<file path="src/rtl/axi_lite_pkg.sv">
// Shared AXI4-Lite definitions for the GPIO read and write channel slaves.
package axi_lite_pkg;

    localparam int unsigned REG_AW  = 8;
    localparam int unsigned DATA_W  = 32;
    localparam int unsigned RESP_W  = 2;

    localparam logic [RESP_W-1:0] RESP_OKAY   = 2'b00;
    localparam logic [RESP_W-1:0] RESP_SLVERR = 2'b10;

    typedef enum logic [1:0] {
        IDLE = 2'd0,
        REQ  = 2'd1,
        WAIT = 2'd2,
        RESP = 2'd3
    } rd_state_t;

    // Map a register-block error flag onto an AXI response code.
    function automatic logic [RESP_W-1:0] resp_from_err(input logic err);
        return err ? RESP_SLVERR : RESP_OKAY;
    endfunction

endpackage

</file>
<file path="src/rtl/axrdch.sv">
// AXI4-Lite read-channel slave: one outstanding read, single-cycle strobe to
// the register block, fixed-latency data capture, held read response.
module axrdch
    import axi_lite_pkg::*;
#(
    parameter int unsigned RD_LAT = 1
) (
    input  logic                iCLK,
    input  logic                iRSTN,
    input  logic [31:0]         iARADDR,
    input  logic                iARVALID,
    output logic                oARREADY,
    output logic [31:0]         oRDATA,
    output logic [1:0]          oRRESP,
    output logic                oRVALID,
    input  logic                iRREADY,
    output logic [7:0]          oPRADR,
    output logic                oPREAD,
    input  logic [31:0]         iPRDAT,
    input  logic                iPERR,
    output logic                oRDBUSY
);

    localparam int unsigned CNT_W = 4;

    rd_state_t           state_q,   state_d;
    logic [CNT_W-1:0]    cnt_q,     cnt_d;
    logic [REG_AW-1:0]   pradr_q,   pradr_d;
    logic                pread_q,   pread_d;
    logic [DATA_W-1:0]   rdata_q,   rdata_d;
    logic [RESP_W-1:0]   rresp_q,   rresp_d;
    logic                rvalid_q,  rvalid_d;
    logic                arready_q, arready_d;
    logic                busy_q,    busy_d;

    // Upper address bits carry no meaning for this peripheral.
    logic unused_araddr_hi;
    assign unused_araddr_hi = ^iARADDR[31:REG_AW];

    // Next-state and registered-output decode.
    always_comb begin
        state_d  = state_q;
        cnt_d    = cnt_q;
        pradr_d  = '0;
        pread_d  = 1'b0;
        rdata_d  = rdata_q;
        rresp_d  = rresp_q;
        rvalid_d = rvalid_q;

        case (state_q)
            IDLE: begin
                if (iARVALID) begin
                    if (iARADDR[1:0] == 2'b00) begin
                        state_d = REQ;
                        pread_d = 1'b1;
                        pradr_d = iARADDR[REG_AW-1:0];
                    end else begin
                        // Misaligned: answer directly, register block untouched.
                        state_d  = RESP;
                        rdata_d  = '0;
                        rresp_d  = RESP_SLVERR;
                        rvalid_d = 1'b1;
                    end
                end
            end
            REQ: begin
                cnt_d   = CNT_W'(RD_LAT);
                state_d = WAIT;
            end
            WAIT: begin
                // <= 1 also covers an out-of-range zero latency.
                if (cnt_q <= CNT_W'(1)) begin
                    cnt_d    = '0;
                    rdata_d  = iPRDAT;
                    rresp_d  = resp_from_err(iPERR);
                    rvalid_d = 1'b1;
                    state_d  = RESP;
                end else begin
                    cnt_d = cnt_q - CNT_W'(1);
                end
            end
            RESP: begin
                if (iRREADY) begin
                    rvalid_d = 1'b0;
                    rdata_d  = '0;
                    state_d  = IDLE;
                end
            end
            default: begin
                state_d = IDLE;
            end
        endcase

        arready_d = (state_d == IDLE);
        busy_d    = (state_d != IDLE);
    end

    // State and output registers; reset drops any pending response.
    always_ff @(posedge iCLK or negedge iRSTN) begin
        if (!iRSTN) begin
            state_q   <= IDLE;
            cnt_q     <= '0;
            pradr_q   <= '0;
            pread_q   <= 1'b0;
            rdata_q   <= '0;
            rresp_q   <= RESP_OKAY;
            rvalid_q  <= 1'b0;
            arready_q <= 1'b1;
            busy_q    <= 1'b0;
        end else begin
            state_q   <= state_d;
            cnt_q     <= cnt_d;
            pradr_q   <= pradr_d;
            pread_q   <= pread_d;
            rdata_q   <= rdata_d;
            rresp_q   <= rresp_d;
            rvalid_q  <= rvalid_d;
            arready_q <= arready_d;
            busy_q    <= busy_d;
        end
    end

    assign oARREADY = arready_q;
    assign oRDATA   = rdata_q;
    assign oRRESP   = rresp_q;
    assign oRVALID  = rvalid_q;
    assign oPRADR   = pradr_q;
    assign oPREAD   = pread_q;
    assign oRDBUSY  = busy_q;

endmodule

</file>
<file path="config.mk">
export PLATFORM = sky130hd
export DESIGN_NAME = axrdch
export DESIGN_NICKNAME = d
export VERILOG_FILES = /design/src/rtl/axi_lite_pkg.sv /design/src/rtl/axrdch.sv
export SDC_FILE = /design/constraint.sdc
export NUM_CORES = 1
export LEC_CHECK = 0
export CORE_MARGIN = 1.5
export CORE_UTILIZATION = 36
export DETAILED_ROUTE_END_ITERATION = 16
export MAX_ROUTING_LAYER = met4
export PLACE_DENSITY = 0.77
export SYNTH_ARGS = -nofsm -noshare
export SYNTH_HDL_FRONTEND = slang
export SYNTH_SLANG_ARGS = --single-unit
</file>
<file path="constraint.sdc">
create_clock -name iCLK -period 3.46 [get_ports iCLK]
set_input_delay 1.038 -clock iCLK [delete_from_list [all_inputs] [get_ports iCLK]]
set_output_delay 1.038 -clock iCLK [all_outputs]
set_load 0.05 [all_outputs]
</file>
==> qor.yml, run 1 <==
yosys:
  netlist_instances: 264
  ys_ff_latch: 51
  ys_warn_count: 0
  syn_area_per_cell_um2: 9.90
  synth_largest_area_cell: "sky130_fd_sc_hd__dfrtp_1"
  synth.cell_area_um2: 2610
  synth.distinct_cells: 37
  yosys-top-cells-area: "sky130_fd_sc_hd__dfrtp_1 (48%), sky130_fd_sc_hd__o211ai_2 (14%), sky130_fd_sc_hd__nand2_1 (10%), sky130_fd_sc_hd__nand3_1 (6.1%), sky130_fd_sc_hd__ha_1 (3.8%)"
  synth_top_cell_area_share_pct: 47.9
  synth-seq-area-share_pct: 48.9
drt:
  detailroute.via_count: 2218
  dr.pass1.iters: 6
  routed_wirelength_um: 6100
  antenna_violating_nets_post_route: 0
  drt_iter0_drc: 93
  route.detailed.vias_per_inst: 5.00
  routed_wire_length_per_instance_um: 13.7
  post-route-drc-count: 0
global_route:
  globalRouteTotalUtil_pct: 16.5
  grt_remaining_overflow: 0
  maximum_number_of_pins_on_one_net_before_global_route_repair: 40
  grt_first_pass_wirelength_um: 9850
  initial_antenna_violation_count: 0
  number_of_global_route_vias_before_repair: 2109
setup_path:
  setup.worst_path.end_class: "flip-flop"
  crit-reg2reg-launch: "state_q[0]"
  cp_max_fo: 32
  r2r_setup_slk_ns: 1.20
  critical_path_required_ns: 3.67
  r2r-end: "oRDATA[27]"
  setup.worst_path.class: "input port to flip-flop"
  ff2ff_path_depth: 5
  critical_path.startpoint_type: "input port"
  worst_ep_arrival_time_ns: 2.98
cells_and_area:
  antenna_cells: 0
  synthToLayoutAreaGrowth_pct: 39.3
  nets: 424
  drive_above_1_share_pct: 13.2
  finish.utilization_pct: 52.7
clocking:
  cts.sinks: 51
  cts_resized: 0
  clock-root-buffer: "sky130_fd_sc_hd__clkbuf_8"
  clk_latency_ns: 0.30
  post-cts-setup-buffers: 0
  clk_transition_reported_paths_ns: 0.09
  clock_tree.buffer_depth: 2
  h-tree-depth: 2
  tritoncts: "built"
  ctsHoldBuffers: 0
  cts_buffers: 5
run_status:
  status: "completed"
floorplan:
  die_y_extent_um: 88.2
  placementRows: 30
  placeableCoreArea_um2: 6910
  fp.dieW_um: 88.2
  start_util_pct: 37.8
  num_io_pins: 115
  floorplan.die_area_um2: 7780
timing:
  timing.final.crit_period_ns: 2.76
  max_fclk_mhz: 362
  finalSetupViolCount: 0
  max_slew.worst_pin.slew_ns: 0.966
  worst_clock_skew_ns: 0.00599
  totalNegativeSetupSlack_ns: 0
  min_period_over_period_pct: 79.9
  final-max-slew-violation-count: 0
  grt_setup_unrepaired: "no"
  timing_hold_violations_final: 0
  maxSlewHeadroom_pct: 35.6
flow_run:
  maxCapViolCount: 0
pwr:
  power.ir.vdd_worst_mv: 0.528
  leak_pwr_uw: 0.00157
  pwr_density_cell_nw_per_um2: 1010
worst_hold_path:
  hold_class: "flip-flop to flip-flop"
  hp-start: "oRDATA[0]"
  worst_hold_path_endpoint: "oRDATA[0]"
  holdPathStages: 2
placed_design:
  port_buffers: 89
  place_congestion: 0.762
  half_perimeter_wire_length_after_detailed_placement_um: 4160
-- cells in the mapped netlist (all sizes together) --
cell type and number:
nor2 1, o211ai 32, a31oi 1, o221ai 1
nor4b 1, nand3b 1, nand2 70, mux2i 1
a211o 2, a2bb2oi 1, clkbuf 11, or2 1
o31ai 2, conb 1, nand3 32, nor3 2
o21ai 8, or3 2, and2 6, o21a 4
dfstp 1, buf 9, nand4b 2, o22ai 1
dfrtp 50, nor2b 2, ha 8, a21oi 3
inv 6, nand2b 1, or4 1
-- placed cells by master, fill, tap and decap left out, types with 2 or more instances in the layout --
cell                              synthesis  layout
sky130_fd_sc_hd__clkdlybuf4s50_1          0      88
sky130_fd_sc_hd__nand2_1                 70      70
sky130_fd_sc_hd__dfrtp_1                 50      50
sky130_fd_sc_hd__nand3_1                 32      32
sky130_fd_sc_hd__o211ai_2                29      29
sky130_fd_sc_hd__ha_1                     8       7
sky130_fd_sc_hd__inv_1                    6       6
sky130_fd_sc_hd__and2_1                   6       6
sky130_fd_sc_hd__o21ai_0                  6       6
sky130_fd_sc_hd__clkbuf_8                 0       5
sky130_fd_sc_hd__buf_4                    1       5
sky130_fd_sc_hd__o21a_1                   4       4
sky130_fd_sc_hd__a21oi_1                  3       3
sky130_fd_sc_hd__o211ai_1                 3       3
sky130_fd_sc_hd__conb_1                   1       3
sky130_fd_sc_hd__nor3_1                   2       2
sky130_fd_sc_hd__nor2b_1                  2       2
sky130_fd_sc_hd__or3_1                    2       2
sky130_fd_sc_hd__a211o_1                  2       2
sky130_fd_sc_hd__o31ai_1                  2       2
sky130_fd_sc_hd__nand4b_1                 2       2
-- worst max-delay path by stage --
| stage | startpoint | end | slack, ns |
|---|---|---|---|
| floorplan | iARADDR[1] | oRDATA[0] | 1.30 |
| global placement | iARVALID | oRDATA[27] | 0.39 |
| detailed placement | iARVALID | oRDATA[27] | 0.37 |
| CTS | iARVALID | oRDATA[27] | 0.69 |
| global route | iARVALID | oRDATA[28] | 0.60 |
| finish | iARVALID | oRDATA[27] | 0.70 |
-- kinds of logic after synthesis --
logic type	share of synthesized area [%]
AND/OR/NAND/NOR	21.2
AO/OA/AOI/OAI	20.5
flip-flops	48.9
buffers and inverters	5.07
adder cells (fa/ha/maj)	3.83
multiplexers	0.383
other	0.143
-- power breakdown --
part | switching, uW | total (uW) | internal, uW
registers | 177 | 999 | 822
clock network | 192 | 333 | 142
logic | 1590 | 2330 | 741
-- registers in the layout, indices dropped and copies added (netlist names) --
name,cells
cnt_q,4
oPRADR,8
state_q,2
oRRESP,1
oRVALID,1
oPREAD,1
oRDATA,32
oRDBUSY,1
oARREADY,1
-- worst max-delay path, cell delays in order --
cell and delay [ns]:
sky130_fd_sc_hd__clkdlybuf4s50_1 0.56, sky130_fd_sc_hd__o21ai_2 0.11, sky130_fd_sc_hd__a211o_1 0.32, sky130_fd_sc_hd__or2_2 0.62
sky130_fd_sc_hd__o211ai_1 0.31
-- metrics by stage --
stage	cells	worst slack [ns]	cell area, um2	hold WS [ns]	total power [uW]
floorplan	266	1.30	2620	0.514	2730
global placement	436	0.389	3560	0.502	3320
detailed placement	436	0.371	3560	0.515	3360
CTS	444	0.687	3640	0.537	3710
global route	444	0.596	3640	0.557	3910
finish	444	0.695	3640	0.530	3660
-- layout make-up --
| type | instances | area, um2 |
|---|---|---|
| clock buffers | 6 | 72.6 |
| flip-flops and latches | 51 | 1280 |
| inverters | 6 | 22.5 |
| fillers | 652 | 3260 |
| clock inverters | 2 | 12.5 |
| well taps | 96 | 120 |
| repair buffers | 94 | 923 |
| multi-input cells | 189 | 1210 |
-- layer usage --
layer  global-route usage [%]  wire [um]  part of all wire (%)
met5                        -          0                     0
met4                     3.84         21                  0.34
met3                     4.10        353                   5.8
met2                     27.4       2930                    48
met1                     20.4       2800                    46
Note: power is estimated with default switching activity, not from simulation.
==> run 2: changes to the inputs <==
- PLACE_DENSITY: 0.77 -> 0.8
- clock period: 3.46 -> 2.3 ns (I/O delays scaled with it)
==> qor.yml, run 2 (synthesis results as in run 1) <==
run_status:
  status: "completed"  # unchanged
placed_design:
  place_congestion: 0.720  # was 0.762
  detailed_place.area_um2: 3640  # was 3560 um2
  half_perimeter_wire_length_after_detailed_placement_um: 4410  # was 4160 um
  port_buffers: 89  # unchanged
cells_and_area:
  finish.utilization_pct: 54.0  # was 52.7%
  antenna_cells: 0  # unchanged
  design_area_um2: 3730  # was 3640 um2
  final_cell_mix: "sky130_fd_sc_hd__clkdlybuf4s50_1 (87), sky130_fd_sc_hd__nand2_1 (70), sky130_fd_sc_hd__dfrtp_1 (50), sky130_fd_sc_hd__nand3_1 (32), sky130_fd_sc_hd__o211ai_2 (29)"  # was sky130_fd_sc_hd__clkdlybuf4s50_1 (88), sky130_fd_sc_hd__nand2_1 (70), sky130_fd_sc_hd__dfrtp_1 (50), sky130_fd_sc_hd__nand3_1 (32), sky130_fd_sc_hd__o211ai_2 (29)
  layout.cells.most_common: "sky130_fd_sc_hd__clkdlybuf4s50_1"  # unchanged
  nets: 431  # was 424
  largest_register_ff_count: 32  # unchanged
  synthToLayoutAreaGrowth_pct: 42.7  # was 39.3%
  drive_above_1_share_pct: 15.2  # was 13.2%
timing:
  max_fclk_mhz: 453
  final-max-slew-violation-count: 0  # unchanged
  min_period_over_period_pct: 95.9
  worst_clock_skew_ns: 0.00726  # was 0.00599 ns
  max_slew.worst_pin.slew_ns: 0.605  # was 0.966 ns
  maxSlewHeadroom_pct: 59.7  # was 35.6%
  grt_setup_unrepaired: "no"  # unchanged
  timing_hold_violations_final: 0  # unchanged
  totalNegativeSetupSlack_ns: 0  # unchanged
  timing.final.crit_period_ns: 2.21
  finalSetupViolCount: 0  # unchanged
setup_path:
  crit-reg2reg-launch: "state_q[0]"  # unchanged
  setup.worst_path.end_class: "output port"  # was flip-flop
  critical_path_required_ns: 1.61  # was 3.67 ns
  setup.worst_path.class: "flip-flop to output port"  # was input port to flip-flop
  cp_cell_sequence: "clkdlybuf4s50_1"  # was clkdlybuf4s50_1 > o21ai_2 > a211o_1 > or2_2 > o211ai_1
  crit_slowest_cell: "sky130_fd_sc_hd__clkdlybuf4s50_1"  # was sky130_fd_sc_hd__or2_2
  timing.critical_path.buf_inv: 1  # unchanged
  timing.critical_path.slowest_cell_delay_ns: 0.82  # was 0.62 ns
  critical_path.startpoint_type: "flip-flop"  # was input port
  r2r_setup_slk_ns: 0.32  # was 1.20 ns
  cp_max_fo: 3  # was 32
  worst_ep_arrival_time_ns: 1.52  # was 2.98 ns
  r2r-end: "oRDATA[27]"  # unchanged
  ff2ff_path_depth: 6  # was 5
  path_delay_family: "buffers and inverters"  # was compound AO/OA/AOI/OAI gates
floorplan:
  die_y_extent_um: 88.2  # unchanged
  placeableCoreArea_um2: 6910  # unchanged
  floorplan.die_area_um2: 7780  # unchanged
  start_util_pct: 37.8  # unchanged
  num_io_pins: 115  # unchanged
  placementRows: 30  # unchanged
  fp.dieW_um: 88.2  # unchanged
clocking:
  cts_resized: 0  # unchanged
  cts_buffers: 5  # unchanged
  tritoncts: "built"  # unchanged
  clock-root-buffer: "sky130_fd_sc_hd__clkbuf_8"  # unchanged
  ctsHoldBuffers: 0  # unchanged
  clock_tree.buffer_depth: 2  # unchanged
  clk_transition_reported_paths_ns: 0.09  # about the same
  cts.sinks: 51  # unchanged
  post-cts-setup-buffers: 0  # unchanged
  clk_latency_ns: 0.30  # about the same
  h-tree-depth: 2  # unchanged
global_route:
  grt_first_pass_wirelength_um: 10500  # was 9850 um
  maximum_number_of_pins_on_one_net_before_global_route_repair: 35  # was 40
  number_of_global_route_vias_before_repair: 2355  # was 2109
  globalRouteTotalUtil_pct: 17.5  # was 16.5%
  initial_antenna_violation_count: 0  # unchanged
  grt_remaining_overflow: 0  # unchanged
drt:
  routed_wire_length_per_instance_um: 13.9  # was 13.7 um
  drt_iter0_drc: 99  # was 93
  dr.pass1.iters: 4  # was 6
  post-route-drc-count: 0  # unchanged
  route.detailed.vias_per_inst: 5.09  # was 5.00
  antenna_violating_nets_post_route: 0  # unchanged
  routed_wirelength_um: 6250  # was 6100 um
  detailroute.via_count: 2297  # was 2218
pwr:
  pwr_density_cell_nw_per_um2: 1540  # was 1010 nW/um2
  power.ir.vdd_worst_mv: 0.920  # was 0.528 mV
  leak_pwr_uw: 0.00162  # was 0.00157 uW
worst_hold_path:
  hold_class: "input port to async pin"  # was flip-flop to flip-flop
flow_run:
  maxCapViolCount: 0  # unchanged
run 2: changes by cell type in the layout (fill, tap and decap cells not counted):
cell                              before  now
sky130_fd_sc_hd__clkdlybuf4s50_1      88   87
sky130_fd_sc_hd__buf_4                 5   10
sky130_fd_sc_hd__buf_12                0    3
run 2: stage by stage:
step | hold slack [ns] | total power [uW] | cells | worst slack, ns
after detailed placement | 0.515 | 5270 | 443 | -0.0711
after global placement | 0.502 | 5180 | 443 | -0.0635
after global routing | 0.426 | 6100 | 451 | 0.0424
after floorplan | 0.394 | 4110 | 266 | 0.472
after CTS | 0.399 | 5790 | 451 | 0.0841
final | 0.388 | 5730 | 451 | 0.0947
run 2: final cells by class:
cell class              instances  area [um2]
clock buffers                   6        72.6
multi-input cells             189        1210
repair buffers                101        1010
flip-flops and latches         51        1280
clock inverters                 2        12.5
fillers                       651        3180
inverters                       6        22.5
well taps                      96         120
run 2: metal layers:
metal	global-route usage [%]	wire length, um	vias to the layer above
met5	-	0	-
met4	4.69	101	0
met3	4.38	454	12
met2	29.1	3030	93
met1	21.2	2670	1100
li1	-	-	1092
run 2: worst max path at each step:
stage / startpoint / to / cells past startpoint
floorplan: cnt_q[0] / oRDATA[0] / 9
global route: oRDATA[9] / oRDATA[9] / 1
finish: oRDATA[25] / oRDATA[25] / 1
CTS: oRDATA[24] / oRDATA[24] / 1
global placement: iARADDR[1] / oRDATA[27] / 6
detailed placement: iARADDR[1] / oRDATA[28] / 6
run 2: report_power, final:
group	leakage (uW)	internal (uW)	switching [uW]
logic	0.000910	1290	2430
clock network	0.0000412	213	294
registers	0.000671	1240	272
==> run 3: changes to the inputs <==
- CORE_ASPECT_RATIO: unset -> 1.25
- CTS_BUF_LIST: unset -> sky130_fd_sc_hd__clkbuf_2 sky130_fd_sc_hd__clkbuf_4 sky130_fd_sc_hd__clkbuf_8
- HOLD_SLACK_MARGIN: unset -> 0.03
==> qor.yml, run 3 (synthesis results as in run 1) <==
setup_path:
  path_delay_family: "buffers and inverters"  # unchanged
  worst_ep_arrival_time_ns: 1.54  # was 1.52 ns
  cp_cell_sequence: "clkdlybuf4s50_1"  # unchanged
  critical_path.startpoint_type: "flip-flop"  # unchanged
  crit_start: "oRDATA[20]"  # was oRDATA[25]
  r2r-end: "oRDATA[22]"  # was oRDATA[27]
  crit-reg2reg-launch: "state_q[0]"  # unchanged
  timing.critical_path.buf_inv: 1  # unchanged
  critical_path_required_ns: 1.61  # about the same
  r2r_setup_slk_ns: 0.33  # was 0.32 ns
  cp_max_fo: 3  # unchanged
  crit_slowest_cell: "sky130_fd_sc_hd__clkdlybuf4s50_1"  # unchanged
  ff2ff_path_depth: 6  # unchanged
  setup.worst_path.class: "flip-flop to output port"  # unchanged
  setup.worst_path.end_class: "output port"  # unchanged
  timing.critical_path.slowest_cell_delay_ns: 0.82  # about the same
clocking:
  tritoncts: "built"  # unchanged
  cts.sinks: 51  # unchanged
  h-tree-depth: 2  # unchanged
  clk_latency_ns: 0.31  # was 0.30 ns
  clk_transition_reported_paths_ns: 0.10  # was 0.09 ns
  clock_tree.buffer_depth: 2  # unchanged
  clock-root-buffer: "sky130_fd_sc_hd__clkbuf_8"  # unchanged
  ctsHoldBuffers: 0  # unchanged
  cts_resized: 0  # unchanged
  cts_buffers: 5  # unchanged
  post-cts-setup-buffers: 0  # unchanged
cells_and_area:
  final_cell_mix: "sky130_fd_sc_hd__clkdlybuf4s50_1 (85), sky130_fd_sc_hd__nand2_1 (70), sky130_fd_sc_hd__dfrtp_1 (50), sky130_fd_sc_hd__nand3_1 (32), sky130_fd_sc_hd__o211ai_2 (29)"  # was sky130_fd_sc_hd__clkdlybuf4s50_1 (87), sky130_fd_sc_hd__nand2_1 (70), sky130_fd_sc_hd__dfrtp_1 (50), sky130_fd_sc_hd__nand3_1 (32), sky130_fd_sc_hd__o211ai_2 (29)
  drive_above_1_share_pct: 16.3  # was 15.2%
  layout.cells.most_common: "sky130_fd_sc_hd__clkdlybuf4s50_1"  # unchanged
  nets: 432  # was 431
  synthToLayoutAreaGrowth_pct: 42.1  # was 42.7%
  antenna_cells: 0  # unchanged
  largest_register_ff_count: 32  # unchanged
  fillCellCount: 636  # was 651
drt:
  antenna_violating_nets_post_route: 0  # unchanged
  routed_wire_length_per_instance_um: 14.2  # was 13.9 um
  detailroute.via_count: 2326  # was 2297
  route.detailed.vias_per_inst: 5.22  # was 5.09
  drt_iter0_drc: 79  # was 99
  dr.pass1.iters: 4  # unchanged
  post-route-drc-count: 0  # unchanged
  routed_wirelength_um: 6340  # was 6250 um
worst_hold_path:
  hold_class: "input port to async pin"  # unchanged
floorplan:
  fp.dieW_um: 79.2  # was 88.2 um
  die_y_extent_um: 98.3  # was 88.2 um
  start_util_pct: 37.5  # was 37.8%
  placementRows: 34  # was 30
  num_io_pins: 115  # unchanged
  floorplan.die_area_um2: 7780  # about the same
  placeableCoreArea_um2: 6980  # was 6910 um2
placed_design:
  port_buffers: 89  # unchanged
  place_congestion: 0.820  # was 0.720
  dp_worst_setup_slack_ns: -0.0733  # was -0.0711 ns
  half_perimeter_wire_length_after_detailed_placement_um: 4530  # was 4410 um
timing:
  min_period_over_period_pct: 97.1  # was 95.9%
  totalNegativeSetupSlack_ns: 0  # unchanged
  final-max-slew-violation-count: 0  # unchanged
  maxSlewHeadroom_pct: 58.0  # was 59.7%
  worst_clock_skew_ns: 0.0125  # was 0.00726 ns
  finalSetupViolCount: 0  # unchanged
  max_fclk_mhz: 448  # was 453 MHz
  timing.final.crit_period_ns: 2.23  # was 2.21 ns
  grt_setup_unrepaired: "no"  # unchanged
  setup_ws_ns: 0.0668  # was 0.0947 ns
  timing_hold_violations_final: 0  # unchanged
  max_slew.worst_pin.slew_ns: 0.625  # was 0.605 ns
pwr:
  pwr_density_cell_nw_per_um2: 1530  # was 1540 nW/um2
  switching_power_uw: 3000  # was 2990 uW
  power.ir.vdd_worst_mv: 0.721  # was 0.920 mV
  leak_pwr_uw: 0.00163  # was 0.00162 uW
  clock_power_share_pct: 9.3  # was 8.8%
  share_seq_of_total_power_pct: 26.6  # was 26.3%
  combinationalPowerShare_pct: 64.1  # was 64.9%
  cellInternalPower_uw: 2680  # was 2740 uW
  switching_power_as_a_share_of_total_power_pct: 52.9  # was 52.2%
global_route:
  maximum_number_of_pins_on_one_net_before_global_route_repair: 47  # was 35
  number_of_global_route_vias_before_repair: 2308  # was 2355
  initial_antenna_violation_count: 0  # unchanged
  grt_first_pass_wirelength_um: 10900  # was 10500 um
  globalRouteTotalUtil_pct: 17.8  # was 17.5%
  grt_remaining_overflow: 0  # unchanged
flow_run:
  maxCapViolCount: 0  # unchanged
run_status:
  status: "completed"  # unchanged
run 3: cell types whose count changed in the layout (fill, tap and decap cells not counted), sizes merged:
cell / before / now
inv: 6 / 7
clkinvlp: 1 / 0
buf: 14 / 17
clkbuf: 6 / 5
clkdlybuf4s50: 87 / 85
clkinv: 1 / 2
run 3: layout make-up:
cell class / instances / area [um2] / area share (%)
tap: 90 / 113 / 3.03
multi-input combinational: 189 / 1210 / 32.7
clock inverter: 3 / 18.8 / 0.505
inverter: 6 / 22.5 / 0.606
clock buffer: 5 / 68.8 / 1.85
sequential: 51 / 1280 / 34.4
timing repair buffer: 102 / 1000 / 26.9
run 3: per-stage QoR:
step	utilization [%]	cells	cell area, um2	hold WS, ns	total power [uW]
2_1_floorplan	-	266	2620	0.394	4110
3_3_place_gp	52.0	438	3630	0.502	5100
3_5_place_dp	52.0	438	3630	0.515	5190
4_1_cts	53.2	446	3710	0.227	5740
5_1_grt	53.2	446	3710	0.225	6060
6_report	53.2	446	3710	0.228	5680
run 3: routing by layer:
layer,GRT usage [%],vias to the layer above,part of all wire (%)
li1,-,1093,-
met1,23.1,1143,45
met2,28.8,84,49
met3,3.08,6,4.8
met4,4.72,0,0.74
met5,-,-,0
run 3: worst max path at each step:
stage	end	slack [ns]	depth (start not counted)
after global placement	oRDATA[21]	-0.06	6
final	oRDATA[20]	0.07	1
after detailed placement	oRDATA[21]	-0.07	6
after global routing	oRDATA[21]	0.02	1
after CTS	oRDATA[20]	0.06	1
after floorplan	oRDATA[0]	0.47	9
run 3: power groups by stage:
| stage | registers [uW] | clock network, uW | logic, uW |
|---|---|---|---|
| final | 1510 | 529 | 3640 |
| after global placement | 1500 | 0 | 3610 |
| after CTS | 1510 | 556 | 3670 |
| after floorplan | 2500 | 0 | 1600 |
| after detailed placement | 1530 | 0 | 3670 |
| after global routing | 1560 | 594 | 3910 |
